**src/rtl/riscv_pkg.sv**
```systemverilog
// Shared RV32I definitions: immediate format selector, major opcodes and a
// signed-range helper used by the immediate packer and extension stage.
package riscv_pkg;

   typedef enum logic [2:0] {
      IMM_I = 3'b000,
      IMM_S = 3'b001,
      IMM_B = 3'b010,
      IMM_J = 3'b011,
      IMM_U = 3'b100
   } imm_src_e;

   localparam logic [6:0] OP_IMM = 7'b0010011;
   localparam logic [6:0] STORE  = 7'b0100011;
   localparam logic [6:0] BRANCH = 7'b1100011;
   localparam logic [6:0] JAL    = 7'b1101111;
   localparam logic [6:0] LUI    = 7'b0110111;

   // True when v[31:lsb] are all equal, i.e. v fits in an (lsb+1)-bit signed field.
   function automatic logic fits_signed(input logic [31:0] v, input int unsigned lsb);
      logic [31:0] t;
      t = $signed(v) >>> lsb;
      return (t == 32'h0000_0000) || (t == 32'hFFFF_FFFF);
   endfunction

endpackage

```
**src/rtl/imm_pack.sv**
```systemverilog
// Combinational scatter of a 32-bit immediate into the RV32I field positions
// of the selected format, with a representability check.
module imm_pack
   import riscv_pkg::*;
(
   input  logic [31:0] base,
   input  logic [31:0] imm,
   input  logic [2:0]  immsrc,
   output logic [31:0] instr,
   output logic        err
);

   always_comb begin
      instr = base;
      err   = 1'b0;
      case (imm_src_e'(immsrc))
         IMM_I: begin
            instr[31:20] = imm[11:0];
            err          = !fits_signed(imm, 11);
         end
         IMM_S: begin
            instr[31:25] = imm[11:5];
            instr[11:7]  = imm[4:0];
            err          = !fits_signed(imm, 11);
         end
         IMM_B: begin
            instr[31]    = imm[12];
            instr[30:25] = imm[10:5];
            instr[11:8]  = imm[4:1];
            instr[7]     = imm[11];
            err          = imm[0] || !fits_signed(imm, 12);
         end
         IMM_J: begin
            instr[31]    = imm[20];
            instr[30:21] = imm[10:1];
            instr[20]    = imm[11];
            instr[19:12] = imm[19:12];
            err          = imm[0] || !fits_signed(imm, 20);
         end
         IMM_U: begin
            instr[31:12] = imm[31:12];
            err          = (imm[11:0] != 12'h000);
         end
         // Reserved selectors leave the template untouched and flag the request.
         default: err = 1'b1;
      endcase
   end

endmodule

```
**src/rtl/imm_encoder.sv**
```systemverilog
// Two-stage valid/ready pipeline around imm_pack, with a saturating count
// of errored results handed downstream.
module imm_encoder
   import riscv_pkg::*;
#(
   parameter int ERR_CNT_W = 16
) (
   input  logic                 clk,
   input  logic                 reset,
   input  logic                 in_valid,
   output logic                 in_ready,
   input  logic [31:0]          in_base,
   input  logic [31:0]          in_imm,
   input  logic [2:0]           in_immsrc,
   output logic                 out_valid,
   input  logic                 out_ready,
   output logic [31:0]          out_instr,
   output logic                 out_err,
   output logic [ERR_CNT_W-1:0] err_count
);

   // Handshake: a beat moves on a rising edge where valid and ready are both
   // high; a stage advances when it is empty or the stage after it advances.
   logic                 r_s1_valid;
   logic                 r_s1_err;
   logic [31:0]          r_s1_instr;
   logic                 r_s2_valid;
   logic                 r_s2_err;
   logic [31:0]          r_s2_instr;
   logic [ERR_CNT_W-1:0] r_err_count;
   logic                 w_adv1;
   logic                 w_adv2;
   logic [31:0]          w_pack_instr;
   logic                 w_pack_err;

   imm_pack u_pack (
      .base   (in_base),
      .imm    (in_imm),
      .immsrc (in_immsrc),
      .instr  (w_pack_instr),
      .err    (w_pack_err)
   );

   assign w_adv2    = !r_s2_valid || out_ready;
   assign w_adv1    = !r_s1_valid || w_adv2;
   assign in_ready  = w_adv1;
   assign out_valid = r_s2_valid;
   assign out_instr = r_s2_instr;
   assign out_err   = r_s2_err;
   assign err_count = r_err_count;

   always_ff @(posedge clk) begin
      if (reset) begin
         r_s1_valid  <= 1'b0;
         r_s1_err    <= 1'b0;
         r_s1_instr  <= 32'h0;
         r_s2_valid  <= 1'b0;
         r_s2_err    <= 1'b0;
         r_s2_instr  <= 32'h0;
         r_err_count <= '0;
      end else begin
         if (w_adv1) begin
            r_s1_valid <= in_valid;
            if (in_valid) begin
               r_s1_instr <= w_pack_instr;
               r_s1_err   <= w_pack_err;
            end
         end
         if (w_adv2) begin
            r_s2_valid <= r_s1_valid;
            if (r_s1_valid) begin
               r_s2_instr <= r_s1_instr;
               r_s2_err   <= r_s1_err;
            end
         end
         if (r_s2_valid && out_ready && r_s2_err && (r_err_count != {ERR_CNT_W{1'b1}}))
            r_err_count <= r_err_count + ERR_CNT_W'(1);
      end
   end

endmodule

```
**config.mk**
```make
export PLATFORM = sky130hd
export DESIGN_NAME = imm_encoder
export DESIGN_NICKNAME = d
export VERILOG_FILES = /design/src/rtl/riscv_pkg.sv /design/src/rtl/imm_pack.sv /design/src/rtl/imm_encoder.sv
export SDC_FILE = /design/constraint.sdc
export NUM_CORES = 1
export LEC_CHECK = 0
export CAP_MARGIN = 20
export CORE_UTILIZATION = 46
export DETAILED_ROUTE_END_ITERATION = 16
export GPL_ROUTABILITY_DRIVEN = 0
export GPL_TIMING_DRIVEN = 0
export PLACE_DENSITY = 0.91
export SYNTH_ARGS = -nofsm -noshare
export SYNTH_HDL_FRONTEND = slang
export SYNTH_SLANG_ARGS = --single-unit
```
**constraint.sdc**
```tcl
create_clock -name clk -period 2.55 [get_ports clk]
set_input_delay 0.255 -clock clk [delete_from_list [all_inputs] [get_ports clk]]
set_output_delay 0.255 -clock clk [all_outputs]
set_load 0.05 [all_outputs]
```
After elaboration in Yosys (flattened, before gate mapping)

Cells that the tools add are included.

Reduce and logical (&&, ||, !) cells: 24
Equal/unequal tests: 8
Add/sub/neg operators: 1
Mux-type cells: 5

Operators with widths:

| cell                  | count |
|---|---|
| $eq 32x32->1 const B  | 3 |
| $logic_not 32->1      | 3 |
| $pmux 7 s4            | 1 |
| $add 16x1->16 const B | 1 |
| $ne 16x16->1 const B  | 1 |
| $pmux 5 s3            | 1 |
| $reduce_bool 12->1    | 1 |
| $pmux 5 s2            | 1 |
| $mux 8                | 1 |
| $logic_or 1x1->1      | 7 |
| $eq 3x2->1 const B    | 2 |
| $logic_not 1->1       | 5 |
| $pmux 1 s4            | 1 |
| $reduce_and 2->1      | 2 |
| $reduce_or 2->1       | 2 |
| $eq 3x1->1 const B    | 1 |
| $eq 3x3->1 const B    | 1 |
| $logic_and 1x1->1     | 3 |
| $logic_not 3->1       | 1 |

Word-level logic and storage cells: 45
Flip-flop bits (word level): 84
Output and inout bits: 51
Bits of input ports: 71

Depth between registers and ports, before layout

Gate-level depths: netlist of run 1.

Word-level depth: 5
Mapped depth: 7

Cells and area by module

Synthesis of run 1 repeated with hierarchy kept, for this count alone.

Cell total of the unflattened synthesis: 506
Area total of the unflattened synthesis: 4011.3 µm²

Modules (own cells, without submodules):

| module      | sequential area each (µm²) | instances | cells each | area each (µm²) |
|---|---|---|---|---|
| imm_encoder | 1681.6                     | 1         | 400        | 3228.1 |
| imm_pack    | 0.0                        | 1         | 106        | 783.3 |

Least setup slack after synthesis of run 1

Ideal clock, no wire load.

Path kind: reg-to-reg
From: register r_err_count[0], in the netlist err_count[0]
To: register r_err_count[12], in the netlist err_count[12]
Path buffers: 0
Arrival time: 2.156 ns
Slack: 0.324 ns
Period minus slack after synthesis: 2.226 ns
Library setup time: 0.070 ns
Stages on the path, launching flop included: 7
Cells stage by stage: dfxtp_1 > ha_1 > nand3_4 > or3_4 > a211oi_4 > or3b_1 > a21oi_1

Word-level cells in the longest chain between the ends: 2

RTL lines:

| item                                                  | line              | text |
|---|---|---|
| start, declared                                       | imm_encoder.sv:30 | `logic [ERR_CNT_W-1:0] r_err_count;` |
| start signal, assigned                                | imm_encoder.sv:77 | `r_err_count <= r_err_count + ERR_CNT_W'(1);` |
| branches (longest 2 deep; another with $add 16x1->16) | --                |  |

Parallel ways; which one is timed is not known.
A chain may end at the register's enable or synchronous reset.

Final worst setup path of run 1

From: input port out_ready
To: output port in_ready

Word-level cells in the longest chain between the ends: 2

RTL lines:

| item             | line              | text |
|---|---|---|
| start, declared  | imm_encoder.sv:16 | `input logic out_ready,` |
| $logic_or 1x1->1 | imm_encoder.sv:44 | `assign w_adv2 = !r_s2_valid \|\| out_ready;` |
| $logic_or 1x1->1 | imm_encoder.sv:45 | `assign w_adv1 = !r_s1_valid \|\| w_adv2;` |
| end, declared    | imm_encoder.sv:11 | `output logic in_ready,` |

Every way passes these cells.

==> results of run 1 <==
cell usage after synthesis, types with 3 or more instances:
library cell / number
a211oi_1: 13
a21oi_1: 67
a221o_1: 4
a311oi_1: 6
a31oi_1: 3
and3_1: 3
clkbuf_1: 26
dfxtp_1: 84
inv_1: 5
mux2_2: 4
mux2i_1: 14
nand2_1: 98
nand2b_1: 5
nand3_1: 8
nand4_1: 7
nor2_1: 46
nor3_1: 7
nor4_1: 9
o21ai_0: 13
o311ai_0: 3
o31ai_1: 4
or3_1: 6
or4_1: 4
xor2_1: 3
layout make-up:
cell class,instances,area share
well taps,102,0.0241
plain buffers,31,0.0279
clock buffers,12,0.0312
multi-input cells,351,0.366
flip-flops and latches,84,0.318
repair buffers,119,0.225
inverters,5,0.00354
clock inverters,4,0.00425
per-stage QoR:
step | util | area [sq um] | worst slack (ns) | instances | total power (uW)
floorplan | - | 3790 | 0.324 | 471 | 1670
global placement | 0.651 | 5110 | 0.335 | 692 | 1870
detailed placement | 0.651 | 5110 | 0.241 | 692 | 1890
CTS | 0.675 | 5300 | 0.492 | 708 | 2750
global route | 0.675 | 5300 | 0.389 | 708 | 2860
finish | 0.675 | 5300 | 0.498 | 708 | 2760
report_power, final:
group | switching, uW | internal, uW | leakage, uW
clock network | 463 | 429 | 0.0000982
logic | 259 | 207 | 0.00105
registers | 33.0 | 1370 | 0.000686
registers in the layout, summed over array words and instances (netlist names):
signal and count:
out_instr 32, r_s1_instr 32, err_count 16, out_err 1
out_valid 1, r_s1_err 1, r_s1_valid 1
kinds of logic after synthesis:
| logic type | Yosys count | synth area share |
|---|---|---|
| AND/OR/NAND/NOR | 204 | 0.247 |
| AO/OA/AOI/OAI | 123 | 0.201 |
| flip-flops | 84 | 0.444 |
| buffers and inverters | 36 | 0.0439 |
| multiplexers | 18 | 0.0489 |
| XOR/XNOR | 5 | 0.0116 |
| adder cells (fa/ha/maj) | 1 | 0.00330 |
worst paths after layout:
check | slack (ns) | cells past startpoint | end
min | 0.45 | 2 | out_instr[14]
max reg2reg | 0.55 | 6 | err_count[13]
min reg2reg | 0.45 | 2 | out_instr[14]
max | 0.50 | 3 | in_ready
routing by layer:
layer / up-vias / routed length (microns) / global-route usage
li1: 1932 / - / -
met1: 1868 / 4640 / 0.333
met2: 196 / 5350 / 0.442
met3: 28 / 791 / 0.0378
met4: 0 / 281 / 0.113
met5: - / 0 / 0
worst min-delay path: stages (launching register included):
cell and delay [ns]:
dfxtp_1 0.32, nand2_1 0.05, a21oi_1 0.05
==> results_dict.tcl, run 1 <==
set metrics [dict create \
    async_reset_ff_frac 0 \
    cts_root_buf "clkbuf_8" \
    cp-startpoint "out_ready" \
    max_freq_ghz 0.487 \
    slew_violations 0 \
    hp-start "r_s1_instr[14]" \
    seq_area_sq_um 1680 \
    grt_util_all_layers 0.262 \
    fin_crit_sh 0.805 \
    synth_top_cell_by_area "dfxtp_1" \
    num_rows 32 \
    start_kind "input port" \
    tns_ns 0 \
    wl_per_cell_microns 15.6 \
    firstDrtPassIters 6 \
    grt_max_degree 14 \
    vdd.ir_drop.worst_mv 0.264 \
    setup_viol_count_final 0 \
    clk-insertion-delay-late_ns 0.36 \
    hold_path.class "flop to flop" \
    worst_path_largest_cell_delay_ns 0.84 \
    dieArea_sq_um 8600 \
    synth_nets 543 \
    synth_edf_count 0 \
    cp.required_ns 2.30 \
    cts_resized 0 \
    tightestPinTransition_ns 0.614 \
    path_max_fanout 3 \
    clockBufferDepth 2 \
    cpMaxStageDelayCell "clkdlybuf4s50_1" \
    core-area_sq_um 7850 \
    ys_ff_latch 84 \
    die_w_microns 92.8 \
    grt_overflow 0 \
    die_height_microns 92.8 \
    crit_chain "clkdlybuf4s50_1 > nand3b_1 > clkdlybuf4s50_1" \
    leakage_uw 0.00183 \
    period_needed_ns 2.05 \
    clock_skew_ns 0.0113 \
    path_clk_slew_ns 0.08 \
    syn_inst 471 \
    ioPinCount 122 \
    synth_top_area_frac 0.444 \
    final_common_cell "clkdlybuf4s50_1" \
    critPathKind "input port to primary output" \
    synth_area_leaders "dfxtp_1 44%, nand2_1 9.7%, a21oi_1 8.9%, nor2_1 4.6%, mux2i_1 3.7%" \
    seq_area_frac_synth 0.444 \
    area_growth_pct 39.8 \
    critical_path_arrival_ns 1.80 \
    cts_made_buffers 9 \
    antenna_found_initial 0 \
    ant_nets 0 \
    drc_errors 0 \
    cts_setup_buffers 0 \
    cts_hold_buf 0 \
    vias 4024 \
    status "finished, final reports clean" \
    cp_top_family "buffers and inverters" \
    r2r_start "err_count[0]" \
    cts_sinks 84 \
    synth_flop_cell "dfxtp_1" \
    diodes 0 \
    viasPerCell 5.68 \
    whs_ns 0.455 \
    grt_pass1_vias 3881 \
    cts_tree "built" \
    wirelength_microns 11100 \
    first_iter_violations 210 \
    crit_buf_inv 2 \
    synthDistinctLibCells 48 \
    dp_hpwl_microns 8430 \
    rsz0062_at_grt "false" \
    slew_headroom 0.587 \
    synth.avg_cell_area_sq_um 8.04 \
    grt_pass1_wl_microns 17900 \
    final_cell_mix "119 x clkdlybuf4s50_1, 98 x nand2_1, 84 x dfxtp_1, 67 x a21oi_1, 46 x nor2_1" \
    nets 673 \
    finalHoldViolations 0 \
    start_util 0.483 \
    multi_input_area_sq_um 1940 \
    n_fill_cell 649 \
    h-tree-depth 3 \
    crit_top_cell "clkdlybuf4s50_1" \
    io_buffers 119 \
    drive_gt1_frac 0.0545 \
    powerDensity_nw_per_um2 521 \
    cp-end-kind "primary output" \
    yosys_warnings 0 \
    max_cap_viol_count 0 \
    synth_area_sq_um 3790 \
]
Power figures use the tool's default switching activity.
==> run 2, diff against run 1 <==
Clock period 2.55 ns to 2 ns, I/O delays scaled along.
==> run 2 against run 1 <==
Against the previous run:
- sequential share of layout area increased by 0.27 points
- routed wire length is 0.89% lower
- flip-flop and latch count stayed put
- non-clock buffer count unchanged
- highest routed layer unchanged
- setup slack worse by 0.39 ns
- final cell count did not move
- register-to-register slack got worse by 0.44 ns
- worst hold slack lost 0.060 ns
- critical path depth shrank 2
- combinational power increased by 27%
==> results_dict.tcl, run 2 (synthesized netlist as in run 1, its figures left out) <==
set metrics [dict create \
    clockBufferDepth 2 \
    r2r_start "err_count[1]" \
    gr-usage-met2 0.440 \
    clock_skew_ns 0.0150 \
    clk-insertion-delay-late_ns 0.36 \
    tightestPinTransition_ns 0.575 \
    antenna_found_initial 0 \
    setup_viol_count_final 0 \
    cpMaxStageDelayCell "clkdlybuf4s50_1" \
    cp.required_ns 1.80 \
    grt_util_met1 0.330 \
    cp_top_family "buffers and inverters" \
    worst_path_largest_cell_delay_ns 0.86 \
    drive_gt1_frac 0.0677 \
    fin_crit_sh 0.948 \
    status "finished, final reports clean" \
    r2r_slack_ns 0.11 \
    tns_ns 0 \
    grt_util_all_layers 0.263 \
    cts_setup_buffers 0 \
    rr_endpoint "err_count[12]" \
    grt_overflow 0 \
    slew_violations 0 \
    cts_sinks 84 \
    powerDensity_nw_per_um2 644 \
    cts_tree "built" \
    p_sw_uw 960 \
    start_kind "flop" \
    nets 673 \
    vdd.ir_drop.worst_mv 0.284 \
    num_rows 32 \
    die_height_microns 92.8 \
    p_clk_frac 0.304 \
    p_int_uw 2450 \
    crit_buf_inv 1 \
    grt_pass1_wl_microns 17700 \
    h-tree-depth 3 \
    core-area_sq_um 7850 \
    p_seq_frac 0.522 \
    dp_hpwl_microns 8490 \
    design_area_sq_um 5300 \
    grt_pass1_vias 3822 \
    diodes 0 \
    hp-start "in_base[3]" \
    cts_root_buf "clkbuf_8" \
    cts_made_buffers 9 \
    final_common_cell "clkdlybuf4s50_1" \
    dieArea_sq_um 8600 \
    ant_nets 0 \
    vias 4041 \
    min_to "r_s1_instr[3]" \
    path_clk_slew_ns 0.09 \
    first_iter_violations 185 \
    power_switching_share 0.281 \
    crit_chain "clkdlybuf4s50_1" \
    cp-end-kind "primary output" \
    worst_r2r_path_depth 6 \
    grt-busiest-layer "met2" \
    die_w_microns 92.8 \
    hold_path.class "input port to flop" \
    rsz0062_at_grt "false" \
    grt_max_degree 15 \
    hold_depth 3 \
    drc_errors 0 \
    firstDrtPassIters 5 \
    finalHoldViolations 0 \
    max_freq_ghz 0.527 \
    area_growth_pct 39.8 \
    pwr-share-comb 0.174 \
    critical_path_arrival_ns 1.70 \
    wl_per_cell_microns 15.5 \
    critPathKind "flop to primary output" \
    dpl_cell_area_sq_um 5120 \
    path_max_fanout 7 \
    max_cap_viol_count 0 \
    wirelength_microns 11000 \
    slew_headroom 0.617 \
    cts_resized 0 \
    cts_hold_buf 0 \
    io_buffers 119 \
    viasPerCell 5.71 \
    leakage_uw 0.00182 \
    start_util 0.483 \
    period_needed_ns 1.90 \
    ioPinCount 122 \
    met3_usage 0.0361 \
    final_cell_mix "118 x clkdlybuf4s50_1, 97 x nand2_1, 76 x dfxtp_1, 67 x a21oi_1, 46 x nor2_1" \
]
run 2: cell count changes in the layout (fill, tap and decap cells not counted), moves of 2 or more:
cell        change
dfxtp_1         -8
dfxtp_2         +6
clkbuf_8        -3
clkbuf_1        +2
clkinv_2        -2
clkinvlp_4      +2
dfxtp_4         +2
run 2: cell type report:
type                       instances  area (sq um)
tap                              102           128
buffer                            31           149
fill                             658          2550
inverter                           5          18.8
timing repair buffer             119          1190
sequential                        84          1700
multi-input combinational        351          1950
clock inverter                     4          27.5
clock buffer                      12           135
run 2: how the worst max path moves through the flow:
stage	start	endpoint	slack [ns]	depth (start not counted)
after global routing	err_count[1]	err_count[11]	0.02	6
final	err_count[3]	err_count[3]	0.10	1
after global placement	out_ready	r_s1_instr[12]	-0.14	6
after CTS	out_ready	in_ready	0.06	3
after detailed placement	out_ready	r_s1_instr[16]	-0.20	6
after floorplan	err_count[3]	err_count[12]	-0.0009	5
run 2: power groups by stage:
stage               clock network (uW)  logic (uW)  registers (uW)
detailed placement                   0         586            1820
finish                            1040         593            1780
global route                      1140         636            1790
floorplan                            0         241            1880
global placement                     0         571            1820
CTS                               1050         588            1780
run 2: metrics by stage:
stage,total power (uW),worst slack (ns),cells,util,hold WS [ns]
final,3410,0.104,708,0.675,0.395
after global routing,3560,0.0194,708,0.675,0.401
after CTS,3420,0.0554,708,0.674,0.386
after detailed placement,2410,-0.198,692,0.653,0.446
after global placement,2390,-0.142,692,0.653,0.438
after floorplan,2120,-0.000907,471,-,0.336
run 2: layer usage:
layer | wire length (microns) | vias to the layer above
li1 | - | 1936
met1 | 4570 | 1873
met2 | 5330 | 207
met3 | 806 | 25
met4 | 255 | 0
met5 | 0 | -
